**config.mk**
```make
export PLATFORM = sky130hd
export DESIGN_NAME = dca_matrix_row_streamer
export DESIGN_NICKNAME = d
export VERILOG_FILES = /design/src/rtl/dca_matrix_row_streamer_pkg.sv /design/src/rtl/dca_matrix_row_streamer.sv
export SDC_FILE = /design/constraint.sdc
export NUM_CORES = 1
export LEC_CHECK = 0
export BUFFER_PORTS_ARGS = -buffer_cell sky130_fd_sc_hd__clkbuf_2
export CAP_MARGIN = 30
export CORE_AREA = 3 3 404 406
export CTS_BUF_LIST = sky130_fd_sc_hd__clkbuf_2
export DETAILED_ROUTE_END_ITERATION = 6
export DIE_AREA = 0 0 407 409
export PLACE_DENSITY = 0.3
export SKIP_LAST_GASP = 1
export SYNTH_ARGS = -nofsm -noshare
export SYNTH_HDL_FRONTEND = slang
export SYNTH_SLANG_ARGS = --single-unit
```
**constraint.sdc**
```tcl
create_clock -name clk -period 1.5 [get_ports clk]
set_input_delay 0.225 -clock clk [delete_from_list [all_inputs] [get_ports clk]]
set_output_delay 0.225 -clock clk [all_outputs]
set_load 0.01 [all_outputs]
```
**src/rtl/dca_matrix_row_streamer_pkg.sv**
```systemverilog
// Shared DCA package: the row-streamer FSM encoding plus the matrix geometry and
// row-count width helpers.
package dca_matrix_row_streamer_pkg;

  // Row-streamer control states
  typedef enum logic [1:0] {
    StLoad  = 2'd0,
    StFull  = 2'd1,
    StStore = 2'd2
  } dca_row_state_e;

  // Square matrix geometry: a size selector of N means N rows by N columns
  function automatic int unsigned matrix_num_row(input int unsigned size_para);
    return size_para;
  endfunction

  function automatic int unsigned matrix_num_col(input int unsigned size_para);
    return size_para;
  endfunction

  // Counter width that can hold every value from 0 up to num_row inclusive
  function automatic int unsigned row_count_width(input int unsigned num_row);
    return (num_row < 1) ? 1 : $clog2(num_row + 1);
  endfunction

endpackage

```
**src/rtl/dca_matrix_row_streamer.sv**
```systemverilog
// Streams whole matrix rows into a downstream row-shift matrix register, holds the
// full matrix, then drains it out in arrival order. There is no internal data storage;
// both data paths are purely combinational.
// Optional feature: define DCA_ROW_STREAMER_OVERLAP_EN to refill the matrix while it
// drains (each store beat also shifts in a new row).
module dca_matrix_row_streamer
  import dca_matrix_row_streamer_pkg::*;
#(
  parameter int unsigned MATRIX_SIZE_PARA  = 8,
  parameter int unsigned BW_TENSOR_SCALAR  = 32,
  localparam int unsigned MATRIX_NUM_ROW   = matrix_num_row(MATRIX_SIZE_PARA),
  localparam int unsigned MATRIX_NUM_COL   = matrix_num_col(MATRIX_SIZE_PARA),
  localparam int unsigned BW_TENSOR_ROW    = MATRIX_NUM_COL * BW_TENSOR_SCALAR,
  localparam int unsigned BW_ROW_COUNT     = row_count_width(MATRIX_NUM_ROW)
) (
  input  logic                     clk,
  input  logic                     rstnn,
  input  logic                     load_valid,
  output logic                     load_ready,
  input  logic [BW_TENSOR_ROW-1:0] load_data,
  output logic                     store_valid,
  input  logic                     store_ready,
  output logic [BW_TENSOR_ROW-1:0] store_data,
  output logic                     store_last,
  input  logic                     drain_request,
  input  logic                     clear_request,
  output logic                     matrix_full,
  output logic [BW_ROW_COUNT-1:0]  row_count,
  output logic                     move_wenable,
  output logic [BW_TENSOR_ROW-1:0] move_wdata_list,
  output logic                     move_renable,
  input  logic [BW_TENSOR_ROW-1:0] move_rdata_list,
  output logic                     init
);

  localparam logic [BW_ROW_COUNT-1:0] CountFull = BW_ROW_COUNT'(MATRIX_NUM_ROW);
  localparam logic [BW_ROW_COUNT-1:0] CountOne  = BW_ROW_COUNT'(1);

  dca_row_state_e            state_q;
  logic [BW_ROW_COUNT-1:0]   count_q;
  logic                      full_q;
  logic [BW_ROW_COUNT-1:0]   store_left;
  logic                      active;
  logic                      load_beat;
  logic                      store_beat;

`ifdef DCA_ROW_STREAMER_OVERLAP_EN
  // Occupancy stays constant during an overlapped drain, so rows still to leave are
  // tracked separately.
  logic [BW_ROW_COUNT-1:0]   drain_left_q;
  assign store_left = drain_left_q;
`else
  assign store_left = count_q;
`endif

  // Reset and clear both kill any handshake in the cycle they are seen
  assign active = ~rstnn & ~clear_request;

  assign move_wdata_list = load_data;
  assign store_data      = move_rdata_list;
  assign init            = ~rstnn & clear_request;
  assign matrix_full     = full_q;
  assign row_count       = count_q;
  assign store_last      = store_valid & (store_left == CountOne);

  // Handshake and row-move strobe decode for the current state
  always_comb begin
    load_ready   = 1'b0;
    store_valid  = 1'b0;
    load_beat    = 1'b0;
    store_beat   = 1'b0;
    move_wenable = 1'b0;
    move_renable = 1'b0;
    if (active) begin
      unique case (state_q)
        StLoad: begin
          load_ready   = 1'b1;
          load_beat    = load_valid;
          move_wenable = load_valid;
        end
        StStore: begin
          store_valid  = 1'b1;
`ifdef DCA_ROW_STREAMER_OVERLAP_EN
          load_ready   = store_ready;
          store_beat   = store_ready & load_valid;
          move_wenable = store_beat;
`else
          store_beat   = store_ready;
`endif
          move_renable = store_beat;
        end
        default: ;
      endcase
    end
  end

  // Control FSM with registered occupancy count and full flag
  always_ff @(posedge clk) begin
    if (rstnn || clear_request) begin
      state_q      <= StLoad;
      count_q      <= '0;
      full_q       <= 1'b0;
`ifdef DCA_ROW_STREAMER_OVERLAP_EN
      drain_left_q <= '0;
`endif
    end else begin
      unique case (state_q)
        StLoad: begin
          if (load_beat) begin
            count_q <= count_q + CountOne;
            if (count_q + CountOne == CountFull) begin
              state_q <= StFull;
              full_q  <= 1'b1;
            end
          end
        end
        StFull: begin
          if (drain_request) begin
            state_q      <= StStore;
            full_q       <= 1'b0;
`ifdef DCA_ROW_STREAMER_OVERLAP_EN
            drain_left_q <= CountFull;
`endif
          end
        end
        StStore: begin
          if (store_beat) begin
`ifdef DCA_ROW_STREAMER_OVERLAP_EN
            drain_left_q <= drain_left_q - CountOne;
            if (store_last) begin
              state_q <= StFull;
              full_q  <= 1'b1;
            end
`else
            if (store_last) begin
              state_q <= StLoad;
              count_q <= '0;
            end else begin
              count_q <= count_q - CountOne;
            end
`endif
          end
        end
        default: state_q <= StLoad;
      endcase
    end
  end

endmodule

```
; Yosys cells after proc, flatten, opt, wreduce, memory -nomap -nowiden
; Cells that the tools add are included.
[totals]
word_cells = 48
output_inout_bits = 523
register_bits = 7
[classes]
n_mux = 22
eq_ne = 9
bitwise_logic = 5
reduce_logical = 7
addsub = 2
[ops]
columns = cell, n
row1 = $mux 4, 3
row2 = $mux 1, 11
row3 = $mux 2, 5
row4 = $ne 2x2->1 const B, 5
row5 = $pmux 4 s2, 1
row6 = $pmux 2 s3, 1
row7 = $reduce_and 5->1, 1
row8 = $add 4x1->4 const B, 1
row9 = $eq 4x1->1 const B, 1
row10 = $eq 4x4->1 const B, 1
row11 = $reduce_and 4->1, 1
row12 = $reduce_bool 2->1, 2
row13 = $sub 4x1->4 const B, 1
row14 = $and 1x1->1, 3
row15 = $reduce_and 3->1, 1
row16 = $eq 2x1->1 const B, 1
row17 = $eq 2x2->1 const B, 1
row18 = $logic_not 2->1, 1
row19 = $not 1->1, 2
row20 = $pmux 1 s2, 1
row21 = $logic_or 1x1->1, 1

; Logic depth before layout (Yosys ltp)
[logic_depth]
ltp_word = 7
ltp_mapped = 6
mapped_depth_nobuf = 6

; Worst setup path after synthesis
; Ideal clock, no wire load.
[synth_path]
path_type = register to output
from = register count_q[0] (netlist: row_count[0])
to = output port store_last
required_ns = 1.275
t_arrival_ns = 1.245
path_stages_with_launch = 4
slack_ns = 0.030
cell_sequence = dfxtp_1 > ha_1 > nor3b_1 > and3_1
[synth_between]
elab_chain_cells = 2
[synth_lines]
columns = element, line_no
row1 = "start, declared", dca_matrix_row_streamer.sv:40  ; logic [BW_ROW_COUNT-1:0] count_q;
row2 = "start signal, assigned", dca_matrix_row_streamer.sv:110  ; count_q <= count_q + CountOne;
row3 = "start signal, assigned", dca_matrix_row_streamer.sv:139  ; count_q <= count_q - CountOne;
row4 = $eq 4x1->1, dca_matrix_row_streamer.sv:64  ; assign store_last = store_valid & (store_left == CountOne);
row5 = $and 1x1->1, dca_matrix_row_streamer.sv:64
row6 = "end, declared", dca_matrix_row_streamer.sv:24  ; output logic store_last,
; No other way between the ends.

; Worst setup path after layout
[layout_path]
from = register count_q[1] (netlist: row_count[1])
to = output port store_last
; Same word-level chain as after synthesis.

==> results.json <==
{
  "status": "finished, violations left",
  "violations": "setup timing",
  "syn2layout_area_growth_pct": -18.08,
  "rows": 147,
  "drtIter0Drc": 141,
  "switchingPower_mw": 0.1373,
  "yosys_register_bits": 7,
  "crit_arrival_ns": 1.28,
  "numPortBuffers": 16,
  "die-area_um2": 166500,
  "viasPerCell": 0.7721,
  "fp.dieH_um": 409,
  "ys.warnings.count": 0,
  "path_max_fanout": 2,
  "rr_endpoint": "row_count[0]",
  "async_reset_ff_frac": 0,
  "min_period_ns": 1.503,
  "worstRegToRegCells": 7,
  "die_x_um": 407,
  "first_global_vias": 1609,
  "rsz0062_at_grt": "yes",
  "synth_edf_count": 0,
  "slew_violations": 0,
  "synth_seq_area_share": 0.03208,
  "clkTransAtPathRegs_ns": 0.09,
  "whs_endpoint": "matrix_full",
  "swShare": 0.3162,
  "pwr-share-seq": 0.429,
  "clk_latency_ns": 0.26,
  "setup_viol": 1,
  "regToRegSetupSlack_ns": 0.06,
  "numCtsBuffers": 3,
  "max-clock-path-buffers": 2,
  "syn_nets": 1096,
  "dp_hpwl_um": 84590,
  "worst_slack_ns": -0.003257,
  "start_util": 0.02727,
  "final_hold_viol_count": 0,
  "totalWireLength_um": 86460,
  "pre_cts_slack_ns": 0.02997,
  "grt_max_degree": 9,
  "worstHoldStart": "drain_request",
  "skew_ns": 0.006488,
  "synth_flop_cell": "dfxtp_1",
  "hold_slack_ns": 0.3105,
  "grt_use_total": 0.09913,
  "layout_common_cells": "buf_4, clkbuf_2, nand2_1, buf_6",
  "cts-root-buf": "clkbuf_2",
  "core_region_area_um2": 160200,
  "syn_inst": 575,
  "cts_tree": "done",
  "drc": 0,
  "period_share": 1.002,
  "critical_path_class": "flop to output port",
  "start_kind": "flop",
  "max_clock_freq_ghz": 0.6652,
  "r2r_start": "row_count[1]",
  "pwr-share-comb": 0.211,
  "ys_types": 34,
  "p_per_area_nw_per_um2": 121.4,
  "cp-end-kind": "output port",
  "htreeDepth": 1,
  "clock-sinks": 7,
  "relSlewSlack": 0.7715,
  "pwr-share-clk": 0.360,
  "worst_pin_slew_ns": 0.3415,
  "gp_congestion": 0.8307,
  "antenna_found_initial": 3,
  "syn_area_um2": 4368,
  "finalPower_mw": 0.4343,
  "cap_viol_max_count": 0,
  "overflow": 0,
  "finalNetCount": 621,
  "routedWlPerCell_um": 38.26,
  "drive_gt1_frac": 0.6061,
  "p_leak_nw": 0.3886,
  "p_int_mw": 0.2970,
  "worstHoldPathCells": 3,
  "layout_commonest_cell": "buf_4",
  "ios": 1041,
  "hold_path.class": "primary input to flop",
  "syn-mean-instance-area_um2": 7.596,
  "dr_total_vias": 1745,
  "ant_nets": 0,
  "cp.required_ns": 1.27,
  "grt_pass1_wl_um": 90050,
  "firstDrtPassIters": 4,
  "vdd_drop_max_v": 0.0001034
}
[layout make-up]
| class | count | area [um^2] |
|---|---|---|
| Inverter | 3 | 11.26 |
| Antenna cell | 1 | 2.502 |
| Sequential cell | 7 | 147.6 |
| Clock buffer | 4 | 20.02 |
| Tap cell | 2160 | 2703 |
| Fill cell | 19170 | 156600 |
| Timing Repair Buffer | 35 | 264.0 |
| Multi-Input combinational cell | 50 | 430.4 |
[how the worst max path moves through the flow]
stage                        from           end
global route         row_count[1]    store_last
detailed placement  clear_request  move_wenable
finish               row_count[1]    store_last
CTS                    state_q[1]  move_wenable
floorplan            row_count[0]    store_last
global placement    clear_request  move_wenable
[per-stage QoR]
stage	std cells	setup TNS, ns	cell area, um^2	util
floorplan	575	0	4368	-
global placement	2250	0	3408	0.02128
detailed placement	2250	0	3408	0.02128
CTS	2259	-0.05355	3531	0.02204
global route	2260	-0.1681	3578	0.02234
finish	2260	-0.003257	3578	0.02234
[power by group through the flow]
| stage | Combinational, mW | Sequential [mW] | Clock, mW |
|---|---|---|---|
| after CTS | 0.0893 | 0.186 | 0.164 |
| after detailed placement | 0.0823 | 0.192 | 0 |
| after floorplan | 1.43 | 0.194 | 0 |
| final | 0.0915 | 0.186 | 0.156 |
| after global routing | 0.0991 | 0.187 | 0.182 |
| after global placement | 0.0836 | 0.192 | 0 |
[metal layers]
layer	wire length (um)	GRT usage	vias to the layer above	part of all wire
li1	-	-	301	-
met2	38820	0.1557	773	0.45
met1	6319	0.02001	555	0.073
met3	39740	0.2181	108	0.46
met4	1487	0.01772	8	0.017
met5	94	0.002632	-	0.0011
[Yosys cell counts (2+ instances only)]
cell	number	area, um^2
nor2b_1	2	12.51
inv_1	3	11.26
nor2_1	3	11.26
dfxtp_1	7	140.1
o211ai_1	2	15.01
a211o_1	2	17.52
ha_1	3	37.54
nand2b_1	2	12.51
buf_4	512	3844
clkbuf_1	2	7.510
a21oi_1	4	20.02
nand2_1	5	18.77
and3_1	3	18.77
and2_1	2	12.51
nor3_1	3	15.01
xor2_1	2	17.52
[flip-flops by register name, indices dropped and copies added, names as in the netlist]
| register | flops |
|---|---|
| matrix_full | 1 |
| state_q | 2 |
| row_count | 4 |
[kinds of logic after synthesis]
kind of cell,Yosys count,synth area share
buffers and inverters,518,0.8869
and+or+nand+nor,28,0.03867
AOI/OAI and AO/OA,14,0.02206
DFF,7,0.03208
xor gates and xnor gates,3,0.006017
adders and majority gates,3,0.008594
muxes,2,0.005728
[repair_timing]
item,CTS,global route
buffers inserted,5,0
pin swaps,1,2
hold buffers,0,0
endpoints found under the setup margin,5,9
gates resized for setup,19,13
cloned,0,0
[critical path: stages, from the launching register on]
cell and delay, ns:
dfxtp_2 0.34, inv_2 0.07, ha_4 0.12, nor3b_4 0.18, and3_4 0.22, buf_6 0.10
Note: power is estimated with default switching activity, not from simulation.
